<file path="src/rtl/router_out_fifo_if.sv">
// Byte-stream bus between the router core and one destination output buffer.
interface router_out_fifo_if #(
  parameter int unsigned WIDTH = 8
);
  logic             soft_reset;
  logic             write_enb;
  logic             lfd_state;
  logic [WIDTH-1:0] data_in;
  logic             read_enb;
  logic             full;
  logic             empty;
  logic [WIDTH-1:0] data_out;

  modport master (
    output soft_reset, write_enb, lfd_state, data_in, read_enb,
    input  full, empty, data_out
  );

  modport slave (
    input  soft_reset, write_enb, lfd_state, data_in, read_enb,
    output full, empty, data_out
  );
endinterface

</file>
<file path="src/rtl/router_out_fifo.sv">
// Per-destination output FIFO of the 1x3 router: header-tagged storage, registered
// read data, and a packet-length counter that idles data_out after the parity byte.
module router_out_fifo #(
  parameter int unsigned DEPTH = 16,
  parameter int unsigned WIDTH = 8
) (
  input  logic              clock,
  input  logic              resetn,
  router_out_fifo_if.slave  bus
);

  localparam int unsigned AW = $clog2(DEPTH);
  localparam int unsigned PW = AW + 1;
  localparam int unsigned EW = WIDTH + 1;
  localparam int unsigned CW = 7;

  logic [EW-1:0]    mem_q [DEPTH];
  logic [PW-1:0]    wr_ptr_q, wr_ptr_d;
  logic [PW-1:0]    rd_ptr_q, rd_ptr_d;
  logic [CW-1:0]    pkt_cnt_q, pkt_cnt_d;
  logic [WIDTH-1:0] data_out_q, data_out_d;

  logic             full_c;
  logic             empty_c;
  logic             wr_acc_c;
  logic             rd_acc_c;
  logic [EW-1:0]    rd_entry_c;

  assign empty_c    = (wr_ptr_q == rd_ptr_q);
  assign full_c     = (wr_ptr_q[AW-1:0] == rd_ptr_q[AW-1:0]) && (wr_ptr_q[AW] != rd_ptr_q[AW]);
  assign wr_acc_c   = bus.write_enb && !full_c;
  assign rd_acc_c   = bus.read_enb && !empty_c;
  assign rd_entry_c = mem_q[rd_ptr_q[AW-1:0]];

  // Next-state for pointers, packet counter and output register; soft_reset wins.
  always_comb begin
    wr_ptr_d   = wr_ptr_q;
    rd_ptr_d   = rd_ptr_q;
    pkt_cnt_d  = pkt_cnt_q;
    data_out_d = data_out_q;
    if (bus.soft_reset) begin
      wr_ptr_d   = '0;
      rd_ptr_d   = '0;
      pkt_cnt_d  = '0;
      data_out_d = '0;
    end else begin
      if (wr_acc_c) begin
        wr_ptr_d = wr_ptr_q + PW'(1);
      end
      if (rd_acc_c) begin
        rd_ptr_d   = rd_ptr_q + PW'(1);
        data_out_d = rd_entry_c[WIDTH-1:0];
        if (rd_entry_c[WIDTH]) begin
          // Header length field plus the trailing parity byte.
          pkt_cnt_d = CW'(rd_entry_c[WIDTH-1:2]) + CW'(1);
        end else if (pkt_cnt_q != '0) begin
          pkt_cnt_d = pkt_cnt_q - CW'(1);
        end
      end else if (pkt_cnt_q == '0) begin
        data_out_d = '0;
      end
    end
  end

  always_ff @(posedge clock or negedge resetn) begin
    if (!resetn) begin
      wr_ptr_q   <= '0;
      rd_ptr_q   <= '0;
      pkt_cnt_q  <= '0;
      data_out_q <= '0;
    end else begin
      wr_ptr_q   <= wr_ptr_d;
      rd_ptr_q   <= rd_ptr_d;
      pkt_cnt_q  <= pkt_cnt_d;
      data_out_q <= data_out_d;
    end
  end

  // Storage is not reset; contents behind the read pointer are never observed.
  always_ff @(posedge clock) begin
    if (wr_acc_c && !bus.soft_reset) begin
      mem_q[wr_ptr_q[AW-1:0]] <= {bus.lfd_state, bus.data_in};
    end
  end

  assign bus.full     = full_c;
  assign bus.empty    = empty_c;
  assign bus.data_out = data_out_q;

endmodule

</file>
<file path="src/flat_wrapper.sv">
// flat-port wrapper written by rule: the top's interface ports become plain ports
module router_out_fifo_flat 
#(
  parameter int unsigned DEPTH = 16,
  parameter int unsigned WIDTH = 8
)
  (clock, resetn, bus_soft_reset, bus_write_enb, bus_lfd_state, bus_data_in, bus_read_enb, bus_full, bus_empty, bus_data_out);
  router_out_fifo_if #(.WIDTH(WIDTH)) bus_i ();
  input  logic clock;
  input  logic resetn;
  input wire logic [$bits(bus_i.soft_reset)-1:0] bus_soft_reset;
  input wire logic [$bits(bus_i.write_enb)-1:0] bus_write_enb;
  input wire logic [$bits(bus_i.lfd_state)-1:0] bus_lfd_state;
  input wire logic [$bits(bus_i.data_in)-1:0] bus_data_in;
  input wire logic [$bits(bus_i.read_enb)-1:0] bus_read_enb;
  output wire logic [$bits(bus_i.full)-1:0] bus_full;
  output wire logic [$bits(bus_i.empty)-1:0] bus_empty;
  output wire logic [$bits(bus_i.data_out)-1:0] bus_data_out;
  assign bus_i.soft_reset = bus_soft_reset;
  assign bus_i.write_enb = bus_write_enb;
  assign bus_i.lfd_state = bus_lfd_state;
  assign bus_i.data_in = bus_data_in;
  assign bus_i.read_enb = bus_read_enb;
  assign bus_full = bus_i.full;
  assign bus_empty = bus_i.empty;
  assign bus_data_out = bus_i.data_out;
  router_out_fifo #(.DEPTH(DEPTH), .WIDTH(WIDTH)) u_core (.clock(clock), .resetn(resetn), .bus(bus_i));
endmodule
</file>
<file path="config.mk">
export PLATFORM = sky130hd
export DESIGN_NAME = router_out_fifo_flat
export DESIGN_NICKNAME = d
export VERILOG_FILES = /design/src/rtl/router_out_fifo_if.sv /design/src/rtl/router_out_fifo.sv /design/src/flat_wrapper.sv
export SDC_FILE = /design/constraint.sdc
export NUM_CORES = 1
export LEC_CHECK = 0
export ABC_AREA = 1
export BUFFER_PORTS_ARGS = -buffer_cell sky130_fd_sc_hd__buf_2
export CORE_MARGIN = 5
export CORE_UTILIZATION = 30
export DETAILED_ROUTE_END_ITERATION = 16
export PLACE_DENSITY = 0.49
export SYNTH_ARGS = -nofsm -noshare
export SYNTH_HDL_FRONTEND = slang
export SYNTH_SLANG_ARGS = --single-unit
</file>
<file path="constraint.sdc">
create_clock -name clock -period 3.3 [get_ports clock]
set_input_delay 0.165 -clock clock [delete_from_list [all_inputs] [get_ports clock]]
set_output_delay 0.165 -clock clock [all_outputs]
set_load 0.005 [all_outputs]
</file>
After elaboration in Yosys (flattened, before gate mapping). Memories as Yosys holds them, arrays and structs flattened. Cells that the tools add are included.

Bits in registers: 25. Bits in writable memories: 144. Bits of input ports: 14. Logic and storage cells: 39. Memories: 1.

Memory list: u_core.mem_q (words 16, width 9, read ports 1, clocked after Yosys merged registers in 0, write ports 1, line router_out_fifo.sv:17) `logic [EW-1:0] mem_q [DEPTH];`.

Add/subtract/negate cells: 4. Eq/ne operators: 3. Multiplexer cells: 13. Reduce and logical (&&, ||, !) cells: 14.

Operators by type and width (count): $mux W7 (4); $mux W8 (3); $mux W5 (4); $add A5 B1 Y5 const B (2); $add A6 B1 Y7 const B (1); $logic_not A7 Y1 (1); $reduce_bool A7 Y1 (1); $sub A7 B1 Y7 const B (1); $reduce_bool A3 Y1 (2); $eq A5 B5 Y1 (1); $eq A4 B4 Y1 (1); $logic_and A1 B1 Y1 (4); $reduce_bool A2 Y1 (2); $logic_not A1 Y1 (3); $mux W1 (2); $reduce_and A2 Y1 (1); $ne A1 B1 Y1 (1).

Logic depth before layout (Yosys ltp). Gate-level depths: netlist of run 1.

Depth in word-level cells: 7. Depth in mapped cells: 16. Gate-level depth less buffers: 15.

Least setup slack after synthesis of run 1. No wires, ideal clock.

Kind: register -> register. Start point: register u_core.rd_ptr_q[0]. End point: memory u_core.mem_q[11][0] (netlist bit) (enable). Library setup time: 0.387 ns. Arrival: 1.844 ns. Data required time: 2.913 ns. Path slack: 1.069 ns. Cell stages (with the launch flop): 10. Buffers on the path: 1. Clock period less this slack: 2.231 ns. Path through: dfrtp_1 -> buf_6 -> xor2_1 -> nor2_2 -> nand2_1 -> or2_1 -> nand2_2 -> inv_2 -> nand2_2 -> nor3_1.

Word-level cells in the longest chain between the ends: 7.

Ends and longest elaborated chain: start, declared (line router_out_fifo.sv:19) `logic [PW-1:0] rd_ptr_q, rd_ptr_d;`; start signal, assigned (line router_out_fifo.sv:73) `rd_ptr_q <= rd_ptr_d;`; $eq A4 B4 Y1 (line router_out_fifo.sv:30) `assign full_c = (wr_ptr_q[AW-1:0] == rd_ptr_q[AW-1:0]) && (wr_ptr_q[AW] != rd_ptr_q[AW]);`; $logic_and A1 B1 Y1 (line router_out_fifo.sv:30); $logic_not A1 Y1 (line router_out_fifo.sv:31) `assign wr_acc_c = bus.write_enb && !full_c;`; $logic_and A1 B1 Y1 (line router_out_fifo.sv:31); $logic_and A1 B1 Y1 (line router_out_fifo.sv:81) `if (wr_acc_c && !bus.soft_reset) begin`; $mux W1 (line router_out_fifo.sv:81); $mux W1 (not written as such) (line router_out_fifo.sv:82) `mem_q[wr_ptr_q[AW-1:0]] <= {bus.lfd_state, bus.data_in};`; end, declared (line router_out_fifo.sv:17).

Every way passes these cells.

Worst setup path in the final report of run 1.
Start point: register u_core.rd_ptr_q[1]. End point: register u_core.pkt_cnt_q[4].

Word-level cells in the longest chain between the ends: 5. Elaborated cells on any way between the ends: 11.

Ends and longest elaborated chain: $mem_v2 Z16 W9 or $eq A5 B5 Y1 (tied branches); $add A6 B1 Y7 or $logic_not A1 Y1 (tied branches) (line router_out_fifo.sv:55, router_out_fifo.sv:32); $mux W7 or $logic_and A1 B1 Y1 (tied branches) (line router_out_fifo.sv:53, router_out_fifo.sv:32); $mux W7 or $reduce_bool A2 Y1 (tied branches); $mux W7 or $reduce_and A2 Y1 (tied branches); end signal, assigned (line router_out_fifo.sv:74) `pkt_cnt_q <= pkt_cnt_d;`; end, declared (line router_out_fifo.sv:20) `logic [CW-1:0] pkt_cnt_q, pkt_cnt_d;`.

Parallel ways exist; a longest one is shown, timed or not. The select of a mux whose other input is x is not followed. A chain may end at the register's enable or synchronous reset.

==> results.txt, run 1 <==
- The flow ran to the end, and the final reports show no timing, DRC or antenna violations.
- Count of cells along the worst register-to-register path: 15
- Transition time of the tightest slew-check pin: 0.7645 ns
- Share of synthesized flip-flops with an asynchronous set or reset: 14.79%
- In this design, the stage delay of the slowest critical-path cell is 0.42 ns.
- Cell area after synthesis: 7526 µm²
- Period minus WS final: 2.437 ns
- At the end of the flow the core is filled with cells to 34.51%.
- The detailed router placed 4938 vias in this run.
* GRT Residual Overflow: 0
- DRC marker count from the first detailed-route iteration: 305
* Global-route wire length before repair: 28.72 mm
- Vias in the first global route: 5069
- The post-route netlist has 13.05% of its cells at a drive strength greater than 1.
- The most critical setup path has its startpoint at u_core.rd_ptr_q[1]$_DFFE_PN0P_.
- For hold timing, the worst endpoint is u_core.wr_ptr_q[0]$_DFFE_PN0P_.
- Clock group share of total power: 34.9%
* Inserted Diodes: 0
* Number of nets with antenna violations after routing: 0
- Most used cell along the critical path: nand2_1
- Post-Synthesis Net Count: 740
* Reported net switching power: 1433 µW
- Max-capacitance violation count: 0
* Floorplan die area: 28350 µm²
- Synth warnings: 0
- At the end of the flow, the number of nets in the layout was 783.
- The slowest stage of the critical path is the dfrtp_1 cell.
- Multiplexer cells account for 0% of the synthesized area.
- At the placement stage, the worst setup path has a slack of 0.8522 ns.
- Ranked by instance count, the synthesized netlist is headed by nand2_1, edfxtp_1, inv_1.
* HPWL after detailed placement: 11.84 mm
- Antenna violations before repair: 0
- For this configuration, the core starts out at a cell density of 30.15%.
- The number of gates resized after CTS was 0.
- For the final routed database, the setup TNS stands at 0 ns.
- After clock tree synthesis, the setup repair step added 0 buffers.
- Worst hold path depth: 4
* Critical Setup Path Class: register to register
- After Yosys synthesis, and, or, nand and nor cells account for 19.70% of the synthesized area.
- Yosys instantiated no cell more often than nand2_1.
* Num Clock Sinks: 169
* Leading register cell type out of synthesis: edfxtp_1
- Clock Skew: 0.009097 ns
- STA classifies the critical path startpoint as a register.
* Worst hold path class: primary input to register
- The synthesized design contains 144 enable-type register cells.
- Tcrit/Tclk final: 73.85%
* Data required, critical path: 3.61 ns
- Global router's overall resource usage: 13.12%
- In this run the static leakage power is 0.003528 µW.
* PwrDens: 594.5 nW/µm²
- Worst flop-to-flop path startpoint: u_core.rd_ptr_q[1]$_DFFE_PN0P_
- Post-synthesis sequential element count: 169
* Maximum fanout count along the critical path: 20
* Adder and majority cell fraction of the synthesized area: 1.164%
- The final count of pins violating max slew is 0.
- Cell internal power was estimated by the tool at 3689 µW.
- # port buffers: 23
- The synthesized design devotes to its leading area cell type 57.46% of total area.
- # DRC: 0
* Setup repair after global routing missed its margin: false
- H-tree levels: 4
- Net switching is 27.98% of the power.
- Post-CTS clock slew at the launch and capture registers of the worst setup and hold paths: 0.06 ns
- The region available for standard cell placement spans 24960 µm².
- Maximum number of pins on one net before global-route repair: 45
- R2R setup slack: 0.86 ns
- Most area-hungry cell type in the Yosys netlist: edfxtp_1
- Endpoint arrival time on the critical path: 2.75 ns
- Clock latency of the later-clocked register in the worst-skew pair: 0.42 ns
- Summing the areas of all compound-gate instances in the mapped netlist gives 6.052% of the synthesized area.
- TritonRoute pass-1 iters: 4
- Number of fill cells in the layout: 2573
- Number of placed I/O pins: 24
- Based on the critical path, the design can be clocked at up to 410.3 MHz.
* Worst slew margin relative to its limit: 48.85%
- The worst register-to-register path ends at u_core.pkt_cnt_q[4]$_DFFE_PN0P_.
- Clock tree synthesis inserted a total of 17 buffers.
* Number of distinct library cells after synthesis: 36
- Total of endpoints with negative setup slack in the final report: 0
- Row Count: 58
- In this run, the combinational gates consume 17.8% of the power.
- Total length of routed wires: 17.94 mm
* Relative contribution of sequential cells to total power: 47.3%
- The tree is rooted in a clkbuf_16.
- Wire per inst: 16.25 µm
- The floorplan step set the die height to 168.4 µm.
- STA classifies the critical path endpoint as a register.
* Clock tree from TritonCTS: yes
- The final count of hold timing violations is 0.
- By area, the combinational part of the netlist is dominated by simple AND/OR/NAND/NOR gates.
- From left edge to right edge, the die measures 168.4 µm.
* Hold wc startpoint: bus_write_enb
* Sequential fraction of the synthesis area: 65.77%
- At the end of routability-driven placement, the weighted congestion stood at 0.7265.
- Traced cell by cell, the critical path runs through buf_4 > inv_2 > buf_4 > nand3_1 > nand2_1 > nand2_1 > nand2_1 > inv_1 > nand2_2 > ha_1 > nand4_1 > nand2_1 > nand2_1 > nand3_1 > nand2_1.
* Layout area overhead: 14.48%
- Peak supply drop: 0.3276 mV
* Count of hold buffers inserted by post-cts repair: 1
* Number of buffers on the longest clock path: 2
- Mean instance size in the synthesized netlist: 10.47 µm²
* Leading post-synthesis cells by cell area: edfxtp_1, nand2_1, dfrtp_1
- Share of the synthesized netlist area taken by xor and xnor gates: 1.164%
- Across all setup checks in the final design, the least slack found is 0.8629 ns.
* Via-per-instance ratio: 4.473
- Cells after synthesis: 719
registers in the layout, indices dropped and copies added, names as in the netlist:
register,count
u_core.rd_ptr_q,5
u_core.pkt_cnt_q,7
u_core.mem_q,144
u_core.wr_ptr_q,5
u_core.bus.data_out,8
cell families after synthesis:
kind of cell / Yosys count
simple gates: 351
flops: 169
buf+inv: 102
compound gates: 80
xor+xnor: 10
fa+ha+maj: 7
layer usage:
metal,global-route usage [%],part of all wire [%]
met1,17.47,47
met2,21.91,49
met3,3.052,4.0
met4,2.964,0.60
met5,0,0
worst max-delay path: cells and delay by family, from the launching register on:
family	cells	cell delay, ns
buf+inv	4	0.89
simple gates	10	0.80
flops	1	0.42
fa+ha+maj	1	0.22
worst max path at each step:
| stage | to | slack [ns] |
|---|---|---|
| floorplan | u_core.mem_q[11][0]$_DFFE_PP_ | 1.07 |
| detailed placement | u_core.pkt_cnt_q[4]$_DFFE_PN0P_ | 0.85 |
| global route | u_core.pkt_cnt_q[4]$_DFFE_PN0P_ | 0.66 |
| global placement | u_core.pkt_cnt_q[4]$_DFFE_PN0P_ | 0.87 |
| CTS | u_core.pkt_cnt_q[4]$_DFFE_PN0P_ | 0.84 |
| finish | u_core.pkt_cnt_q[4]$_DFFE_PN0P_ | 0.86 |
per-stage QoR:
step | total power [µW] | instance area [µm²] | cells | hold WS [ns]
3_3_place_gp | 3398 | 8085 | 1072 | 0.2142
3_5_place_dp | 3392 | 8085 | 1072 | 0.2135
5_1_grt | 5406 | 8616 | 1104 | 0.1473
6_report | 5122 | 8616 | 1104 | 0.1297
4_1_cts | 5195 | 8616 | 1104 | 0.1230
2_1_floorplan | 3132 | 7526 | 719 | -0.1306
layout by cell type, fill, tap and decap left out, drive strengths merged, types with 4 or more instances in the layout:
cell type	count
a21oi	18
dfrtp	25
clkinv	7
nor3	8
a32o	4
ha	7
nand3	58
edfxtp	144
buf	49
nor2	61
inv	76
clkbuf	21
nand2	222
o21ai	44
xor2	7
power by group through the flow:
stage | registers [µW] | logic, µW | clock network, µW
3_5_place_dp | 2470 | 926 | 0
4_1_cts | 2420 | 930 | 1840
6_report | 2420 | 910 | 1790
2_1_floorplan | 2460 | 671 | 0
3_3_place_gp | 2470 | 930 | 0
5_1_grt | 2430 | 1040 | 1940
cell type report:
| class | count | area, µm² | area share (%) |
|---|---|---|---|
| multi-input cells | 448 | 2113 | 24.53 |
| clock inverters | 10 | 80.08 | 0.9294 |
| repair buffers | 50 | 332.8 | 3.863 |
| clock buffers | 21 | 440.4 | 5.112 |
| inverters | 76 | 285.3 | 3.311 |
| well taps | 330 | 412.9 | 4.792 |
| flip-flops and latches | 169 | 4951 | 57.46 |
Note: power is estimated with default switching activity, not from simulation.
==> inputs of run 2 (changes only) <==
--- a/config.mk
+++ b/config.mk
@@ -5,12 +5,12 @@
 export SDC_FILE = /design/constraint.sdc
 export NUM_CORES = 1
 export LEC_CHECK = 0
-export ABC_AREA = 1
+export ABC_AREA = 0
 export BUFFER_PORTS_ARGS = -buffer_cell sky130_fd_sc_hd__buf_2
 export CORE_MARGIN = 5
 export CORE_UTILIZATION = 30
 export DETAILED_ROUTE_END_ITERATION = 16
-export PLACE_DENSITY = 0.49
+export PLACE_DENSITY = 0.51
 export SYNTH_ARGS = -nofsm -noshare
 export SYNTH_HDL_FRONTEND = slang
 export SYNTH_SLANG_ARGS = --single-unit
==> constraint.sdc (replaced) <==
create_clock -name clock -period 2.1 [get_ports clock]
set_input_delay 0.105 -clock clock [delete_from_list [all_inputs] [get_ports clock]]
set_output_delay 0.105 -clock clock [all_outputs]
set_load 0.005 [all_outputs]
==> run 2 against run 1 <==
  * The flow now finishes with violations (negative setup slack)
  * Power up 74%
  * Combinational power grew 130%
  * Sequential share of layout area is 3.7 points lower
  * Flip-flop and latch count stayed put
  * Sequential power rose by 57%
  * Critical endpoint is now u_core.mem_q[6][4]$_DFFE_PP_
  * Largest power group unchanged
==> results.txt, run 2 <==
- The ratio of final minimum period to clock period is 108.5% (+35 points).
- Ratio of cells with drive above 1 in the final layout: 41.38% (+28 points)
- The later-pin clock latency in the skew report was 0.43 ns (about the same).
- Post-CTS clock slew at the launch and capture registers of the worst setup and hold paths: 0.07 ns (about the same)
- The top fanout value on the critical path was 9 (-55%).
- # nets final: 530 (-32%)
- The worst reg2reg path depth came to 8 (-7).
* Final instance area: 9215 µm² (+7.0%)
- Inserted Clock Buffers: 17 (unchanged)
* Layout area overhead: 29.19%
- The final critical delay including setup and external delays is 2.278 ns (-0.1590 ns).
* Start point of the critical path: u_core.rd_ptr_q[0]$_DFFE_PN0P_
- The number of placed I/O pins came to 24 (unchanged).
- The mean instance size in the synthesized netlist came to 17.66 µm² (+69%).
* Result of the run: finished, violations left
* Hold_ws: 0.05535 ns (-0.07438 ns)
- The number of H-tree levels came to 4 (unchanged).
* Via-per-instance ratio: 4.869 (+8.9%)
- Leading register cell type out of synthesis: edfxtp_1
- Max-capacitance violation count: 0 (unchanged)
- Number of endpoints with negative hold slack in the final report: 0 (unchanged)
- The worst slew margin relative to its limit came to 59.80% (+11 points).
- Met2 Resource Use GR: 20.34% (-1.6 points)
- In this run the critical register-to-register path is captured at u_core.mem_q[6][4]$_DFFE_PP_.
- Routability cong.: 0.7757 (+6.8%)
- The overflow left after global routing was 0 (unchanged).
- Hold wc startpoint: bus_data_in[1]
* Wire per inst: 19.99 µm (+23%)
- The count of unique library cells instantiated by Yosys is 47 (+31%).
- # DRC: 0 (unchanged)
- EDFF count, synth: 144 (unchanged)
- Following the worst setup path forward leads to its endpoint at u_core.mem_q[6][4]$_DFFE_PP_.
- The setup TNS was -10.47 ns (-10.47 ns).
- The worst setup path is captured at a register.
- Sequential fraction of the synthesis area: 69.39% (+3.6 points)
- By startpoint and endpoint, the worst setup path is classified as register to register.
- The register area came to 4951 µm² (unchanged).
- In this run the clock root is driven by a clkbuf_16.
* Cell area after synthesis: 7133 µm² (-5.2%)
- Clock Skew: 0.01016 ns (+0.001065 ns)
* Violated checks: negative setup slack
- Placed standard-cell area: 8374 µm² (+3.6%)
- The number of clock sinks seen by CTS was 169 (unchanged).
- Most common cell after layout, fill and taps aside: edfxtp_1
- Core region area: 23470 µm² (-6.0%)
- The initial core utilization was 30.39% (+0.24 points).
- The worst endpoint required time is 2.24 ns (-1.37 ns).
- Leading cell types in the layout, fill and taps excluded: edfxtp_1, buf_4, mux4_2, dfrtp_1
- Clock tree from TritonCTS: yes
- The final count of pins violating max slew came to 0 (unchanged).
- Most area-hungry cell type in the Yosys netlist: edfxtp_1
- TritonRoute pass-1 iters: 4 (unchanged)
- Number of flip-flops under the largest register name: 144 (unchanged)
* Met1 track utilization from global routing: 17.84% (+0.37 points)
- The count of mapped cells out of synthesis came to 404 (-44%).
- The flip-flop and latch count after synthesis came to 169 (unchanged).
* Multi-input gate area in the final layout: 2192 µm² (+3.7%)
* Number of nets with antenna violations after routing: 0 (unchanged)
- HPWL after detailed placement: 11.33 mm (-4.3%)
* Worst hold path class: primary input to register
- The total via count in the routed design was 4100 (-17%).
* Number of buffers on the longest clock path: 2 (unchanged)
* Antenna violations before repair: 3 (+3)
- Global-route wire length before repair: 25.57 mm (-11%)
- The yosys synthesis warning count came to 0 (unchanged).
* Final Worst Setup Slack: -0.1781 ns (-1.041 ns)
* Floorplan die area: 26960 µm² (-4.9%)
- The worst-case register-to-register setup slack came to -0.18 ns (-1.04 ns).
- met2 is the most crowded layer.
- Area share of the leading cell type in the synthesized netlist: 60.62% (+3.2 points)
- Highest Clock Rate: 439.0 MHz (+7.0%)
- The total of fill cells in the finished design was 2150 (-16%).
- Post-Synthesis Net Count: 425 (-43%)
* Peak supply drop: 0.5280 mV (+61%)
- The pin count of the biggest net entering global routing was 27 (-40%).
* Row Count: 56 (-3.4%)
- Startpoint types: register
- Endpoint arrival time on the critical path: 2.42 ns (-0.33 ns)
- The count of endpoints failing setup in the final report was 106 (+106).
* # port buffers: 23 (unchanged)
* Most frequently used cell type in the post-synthesis netlist: edfxtp_1
* Die span in y: 164.2 µm (-2.5%)
* Synth top cells by count: edfxtp_1, dfrtp_1, nand2_1
- The final cell count without fillers is 842 (-24%).
- Leading post-synthesis cells by cell area: edfxtp_1, dfrtp_1, mux4_2
- Worst flop-to-flop path startpoint: u_core.rd_ptr_q[0]$_DFFE_PN0P_
- Setup repair after global routing missed its margin: true
- The total power per unit cell area is 968.5 nW/µm² (+63%).
- Met3 Usage GRT: 3.890% (+0.84 points)
- Die Wd: 164.2 µm (-2.5%)
- The leakage power summed over all cells is 0.003150 µW (-11%).
- DRC marker count from the first detailed-route iteration: 397 (+30%)
- Vias in the first global route: 4209 (-17%)
- The placed cell count came to 797 (-26%).
- The transition time of the tightest slew-check pin was 0.6031 ns (-0.1614 ns).
- Share of synthesized flip-flops with an asynchronous set or reset: 14.79% (unchanged)
- Total length of routed wires: 16.84 mm (-6.2%)
- The total routing resource utilization after global routing came to 13.17% (+0.042 points).
run 2: changes by cell type in the layout (fill, tap and decap cells not counted), sizes merged, moves of 37 or more:
cell	delta
buf	+55
inv	-58
mux4	+40
nand2	-196
nand3	-43
nor2	-38
o21ai	-37
run 2: cell type report:
cell class | count | area share (%)
Multi-Input combinational cell | 206 | 23.79
Clock buffer | 17 | 4.616
Inverter | 10 | 0.4073
Tap cell | 319 | 4.331
Clock inverter | 15 | 1.697
Sequential cell | 169 | 53.73
Antenna cell | 1 | 0.02716
Timing Repair Buffer | 105 | 11.41
run 2: critical path, cell delays in order, from the launching register on:
cell and delay, ns:
dfrtp_2 0.42, buf_12 0.15, buf_12 0.14, xnor2_1 0.12, nand4_1 0.12, o21ai_2 0.12
or4b_4 0.61, nor2_4 0.14, buf_12 0.15
run 2: worst min-delay path by stage:
stage | slack, ns | endpoint | cells past startpoint
floorplan | -0.19 | u_core.bus.data_out[0]$_DFFE_PN0P_ | 0
global route | 0.04 | u_core.mem_q[0][1]$_DFFE_PP_ | 1
detailed placement | 0.15 | u_core.pkt_cnt_q[4]$_DFFE_PN0P_ | 1
global placement | 0.15 | u_core.pkt_cnt_q[2]$_DFFE_PN0P_ | 1
finish | 0.06 | u_core.mem_q[0][1]$_DFFE_PP_ | 1
CTS | 0.03 | u_core.mem_q[2][1]$_DFFE_PP_ | 1
run 2: per-stage QoR:
step           setup slack [ns]  total power, µW  util [%]
2_1_floorplan           -0.1578             4975         -
3_3_place_gp            -0.1697             5576     35.68
3_5_place_dp            -0.2166             5604     35.68
4_1_cts                 -0.1667             8890     38.93
5_1_grt                 -0.2339             9365     39.26
6_report                -0.1781             8925     39.26
run 2: power by group:
part | switching (µW) | leakage [µW] | total [µW] | internal [µW]
Combinational | 1030 | 0.00123 | 2060 | 1040
Clock | 1390 | 0.000283 | 3070 | 1680
Sequential | 63.9 | 0.00164 | 3790 | 3730
run 2: repair_timing:
item / in CTS / in global routing
pin swaps: 11 / 18
hold buffers: 1 / 0
endpoints found under the setup margin: 111 / 150
buffers inserted: 8 / 2
gates cloned: 2 / 0
gates resized for setup: 17 / 27
hold endpoints to repair: 25 / 0
run 2: kinds of logic (layout without fill, tap and decap cells):
family          Yosys count  in the layout  share of synthesized area (%)
other cells               0              1                              0
xor+xnor                 17             17                          2.087
simple gates             95             96                          6.648
buf+inv                  30            147                          2.649
fa+ha+maj                 7              7                          1.228
mux                      42             42                          13.80
compound gates           44             44                          4.192
flops                   169            169                          69.39
run 2: per-layer routing:
layer,share of wire (%),vias to the layer above
met5,0.15,-
met4,1.5,4
met3,4.8,24
met2,48,100
met1,46,2147
li1,-,1825
==> inputs of run 3 (changes only) <==
--- a/config.mk
+++ b/config.mk
@@ -8,9 +8,9 @@
 export ABC_AREA = 0
 export BUFFER_PORTS_ARGS = -buffer_cell sky130_fd_sc_hd__buf_2
 export CORE_MARGIN = 5
-export CORE_UTILIZATION = 30
+export CORE_UTILIZATION = 55
 export DETAILED_ROUTE_END_ITERATION = 16
-export PLACE_DENSITY = 0.51
+export PLACE_DENSITY = 0.8
 export SYNTH_ARGS = -nofsm -noshare
 export SYNTH_HDL_FRONTEND = slang
 export SYNTH_SLANG_ARGS = --single-unit
==> run 3 against run 2 <==
  * The run still ends with negative setup slack left
  * Clock skew down 0.0036 ns
  * Power down 1.8%
  * Cell count down 19%
  * Sequential power about the same
  * Sequential share of layout area up 2.4 points
  * Utilization up 30 points
  * Clock power down 3%
  * Wire length up 2.2%
  * Combinational power down 4%
  * Register-to-register slack worse by 0.05 ns
  * Worst setup slack worse by 0.049 ns
  * Critical path type unchanged
  * Critical endpoint is now u_core.pkt_cnt_q[2]$_DFFE_PN0P_
==> results.txt, run 3 (synthesis gave the netlist of run 2 again) <==
- Result of the run: finished, violations left
- The final reports fail on negative setup slack.
* Layout area overhead: 23.61%
- Inserted Diodes: 0 (-1)
* Post-CTS clock slew at the launch and capture registers of the worst setup and hold paths: 0.06 ns (about the same)
- The number of clock sinks seen by CTS came to 169 (unchanged).
- Tcrit/Tclk final: 110.8% (+2.3 points)
* Worst stage delay on the critical path: 0.54 ns (-0.07 ns)
- Buffer cell driving the clock tree root: clkbuf_16
- Internal power contribution: 6446 µW (about the same)
- The final cell count without fillers was 686 (-19%).
* Slowest library cell on the worst path: mux4_2
- Number of fill cells in the layout: 792 (-63%)
* Vias in the first global route: 4191 (-0.43%)
- The leakage power summed over all cells is 0.003049 µW (-3.2%).
* TritonRoute pass-1 iters: 6 (+2)
- Routability cong.: 0.8108 (+4.5%)
- Ordered cell list for the critical path: buf_12 > mux4_2 > a22oi_2 > nand2_2 > ha_4 > xor2_1 > a32oi_1 > a21oi_1
* Most common cell after layout, fill and taps aside: edfxtp_1
- The combinational group share of total power came to 22.5% (-0.6 points).
- The overflow left after global routing came to 0 (unchanged).
* Die Wd: 123.9 µm (-25%)
- The number of buffers and inverters on the critical path was 1 (-2).
* # port buffers: 23 (unchanged)
* Number of nets with antenna violations after routing: 0 (unchanged)
* Transition time of the tightest slew-check pin: 0.5733 ns (-0.02975 ns)
- The final count of hold timing violations came to 0 (unchanged).
- Sw Ratio: 26.46% (-1.3 points)
- The final count of pins violating max slew is 0 (unchanged).
- Count of vias placed by the detailed router: 4177 (+1.9%)
- The count of endpoints failing setup in the final report came to 48 (-55%).
- The setup TNS is -6.200 ns (+4.268 ns).
- The flip-flop count of the largest register, all copies and words added was 144 (unchanged).
- Setup repair after global routing could not meet its margin everywhere.
- The detail-routed via count per cell was 6.089 (+25%).
* DRC marker count from the first detailed-route iteration: 501 (+26%)
* Power, Total: 8765 µW (-1.8%)
* Starting density of the core: 56.30% (+26 points)
* Multi-input gate area in the final layout: 2288 µm² (+4.4%)
- Placed standard-cell area: 7968 µm² (-4.9%)
* Largest delay share family, worst path: multiplexers
- # DRC: 0 (unchanged)
- The layout net count was 522 (-1.5%).
- Ratio of cells with drive above 1 in the final layout: 41.63% (+0.25 points)
* Final Worst Setup Slack: -0.2267 ns (-0.04857 ns)
- Max-capacitance violation count: 0 (unchanged)
- Maximum fanout count along the critical path: 8 (-1)
* Relative contribution of sequential cells to total power: 43.6% (+1.1 points)
* Clock Skew: 0.006544 ns (-0.003617 ns)
- The number of H-tree levels was 4 (unchanged).
* Length of routed met3 wiring: 1.470 mm (+82%)
* Floorplan die area: 15350 µm² (-43%)
- Clock tree from TritonCTS: yes
- HPWL after detailed placement: 9.493 mm (-16%)
- Post-route met1 wirelength: 6.385 mm (-17%)
* Worst hold path class: primary input to register
- Total length of routed met2 wires: 8.814 mm (+9.5%)
- PwrDens: 994.1 nW/µm² (+2.6%)
* Leading cell types in the layout, fill and taps excluded: edfxtp_1, buf_4, mux4_2, dfrtp_1, buf_2
* Antenna violations before repair: 0 (-3)
- Data required, critical path: 2.39 ns (+0.15 ns)
* Critical Setup Path Class: register to register
- The wire length of the first global-routing pass is 24.43 mm (-4.5%).
* Worst slew margin relative to its limit: 61.78% (+2.0 points)
* Core region area: 12670 µm² (-46%)
- The core utilization of the finished layout came to 69.59% (+30 points).
- The switching power summed over all nets was 2319 µW (-6.4%).
* Die span in y: 123.9 µm (-25%)
- Clock group share of total power: 33.9% (-0.5 points)
- Inserted Clock Buffers: 17 (unchanged)
* Clock latency of the later-clocked register in the worst-skew pair: 0.42 ns (about the same)
- Maximum number of pins on one net before global-route repair: 28 (+3.7%)
- The total routing resource utilization after global routing was 22.64% (+9.5 points).
- Row Count: 41 (-27%)
- Endpoint arrival time on the critical path: 2.62 ns (+0.20 ns)
- The clock tree buffer depth came to 2 (unchanged).
- Peak supply drop: 0.7980 mV (+51%)
- Number of placed I/O pins: 24 (unchanged)
* Final instance area: 8817 µm² (-4.3%)
- Total length of routed wires: 17.20 mm (+2.2%)
- Register area: 4951 µm² (unchanged)
- STA classifies the critical path startpoint as a register.
* Number of instances in the placed design: 637 (-20%)
- Kind of end point of the critical path: register
- The final critical delay including setup and external delays is 2.327 ns (+0.04856 ns).
- Highest metal used: met4
* Wire per inst: 25.07 µm (+25%)
* Highest Clock Rate: 429.8 MHz (-2.1%)
## run 3: power groups by stage
stage / registers (µW) / clock network (µW) / logic, µW
5_1_grt: 3820 / 3180 / 2120
3_5_place_dp: 3880 / 0 / 1660
6_report: 3820 / 2970 / 1980
4_1_cts: 3810 / 3010 / 1880
3_3_place_gp: 3870 / 0 / 1600
2_1_floorplan: 3860 / 0 / 1120
## run 3: cell type report
class | count | share of cell area, %
clock buffer | 19 | 4.910
clock inverter | 13 | 1.447
inverter | 10 | 0.4257
multi-input combinational | 213 | 25.95
sequential | 169 | 56.15
tap | 172 | 2.441
timing repair buffer | 90 | 8.670
## run 3: what timing repair did
item | CTS | global route
hold buffers | 1 | 0
pin swaps | 26 | 10
endpoints found under the hold margin | 25 | 0
resized for setup | 50 | 29
endpoints found under the setup margin | 115 | 149
gates cloned | 0 | 9
setup buffers | 9 | 2
## run 3: through the flow
stage | hold WS, ns | worst slack, ns
floorplan | -0.1906 | -0.1578
global placement | 0.1221 | -0.1374
detailed placement | 0.1354 | -0.2428
CTS | 0.03448 | -0.1684
global route | 0.05182 | -0.3265
finish | 0.05972 | -0.2267
## run 3: path summary, 6_finish.rpt
check                                                   start                                 end  slack [ns]  cells after the start
min                                            bus_data_in[5]        u_core.mem_q[2][5]$_DFFE_PP_        0.06                      1
min reg2reg                u_core.bus.data_out[1]$_DFFE_PN0P_  u_core.bus.data_out[1]$_DFFE_PN0P_        0.54                      2
max in group asynchronous                              resetn      u_core.rd_ptr_q[0]$_DFFE_PN0P_        1.48                      2
max reg2reg                    u_core.rd_ptr_q[0]$_DFFE_PN0P_     u_core.pkt_cnt_q[2]$_DFFE_PN0P_       -0.23                      8
min in group asynchronous                              resetn     u_core.pkt_cnt_q[1]$_DFFE_PN0P_        0.21                      2
max                            u_core.rd_ptr_q[0]$_DFFE_PN0P_     u_core.pkt_cnt_q[2]$_DFFE_PN0P_       -0.23                      8
## run 3: per-layer routing
metal  global-route usage [%]  vias to the layer above
li1                         -                     1807
met1                    29.40                     2109
met2                    37.51                      215
met3                    5.722                       46
met4                    7.820                        0
met5                        0                        -
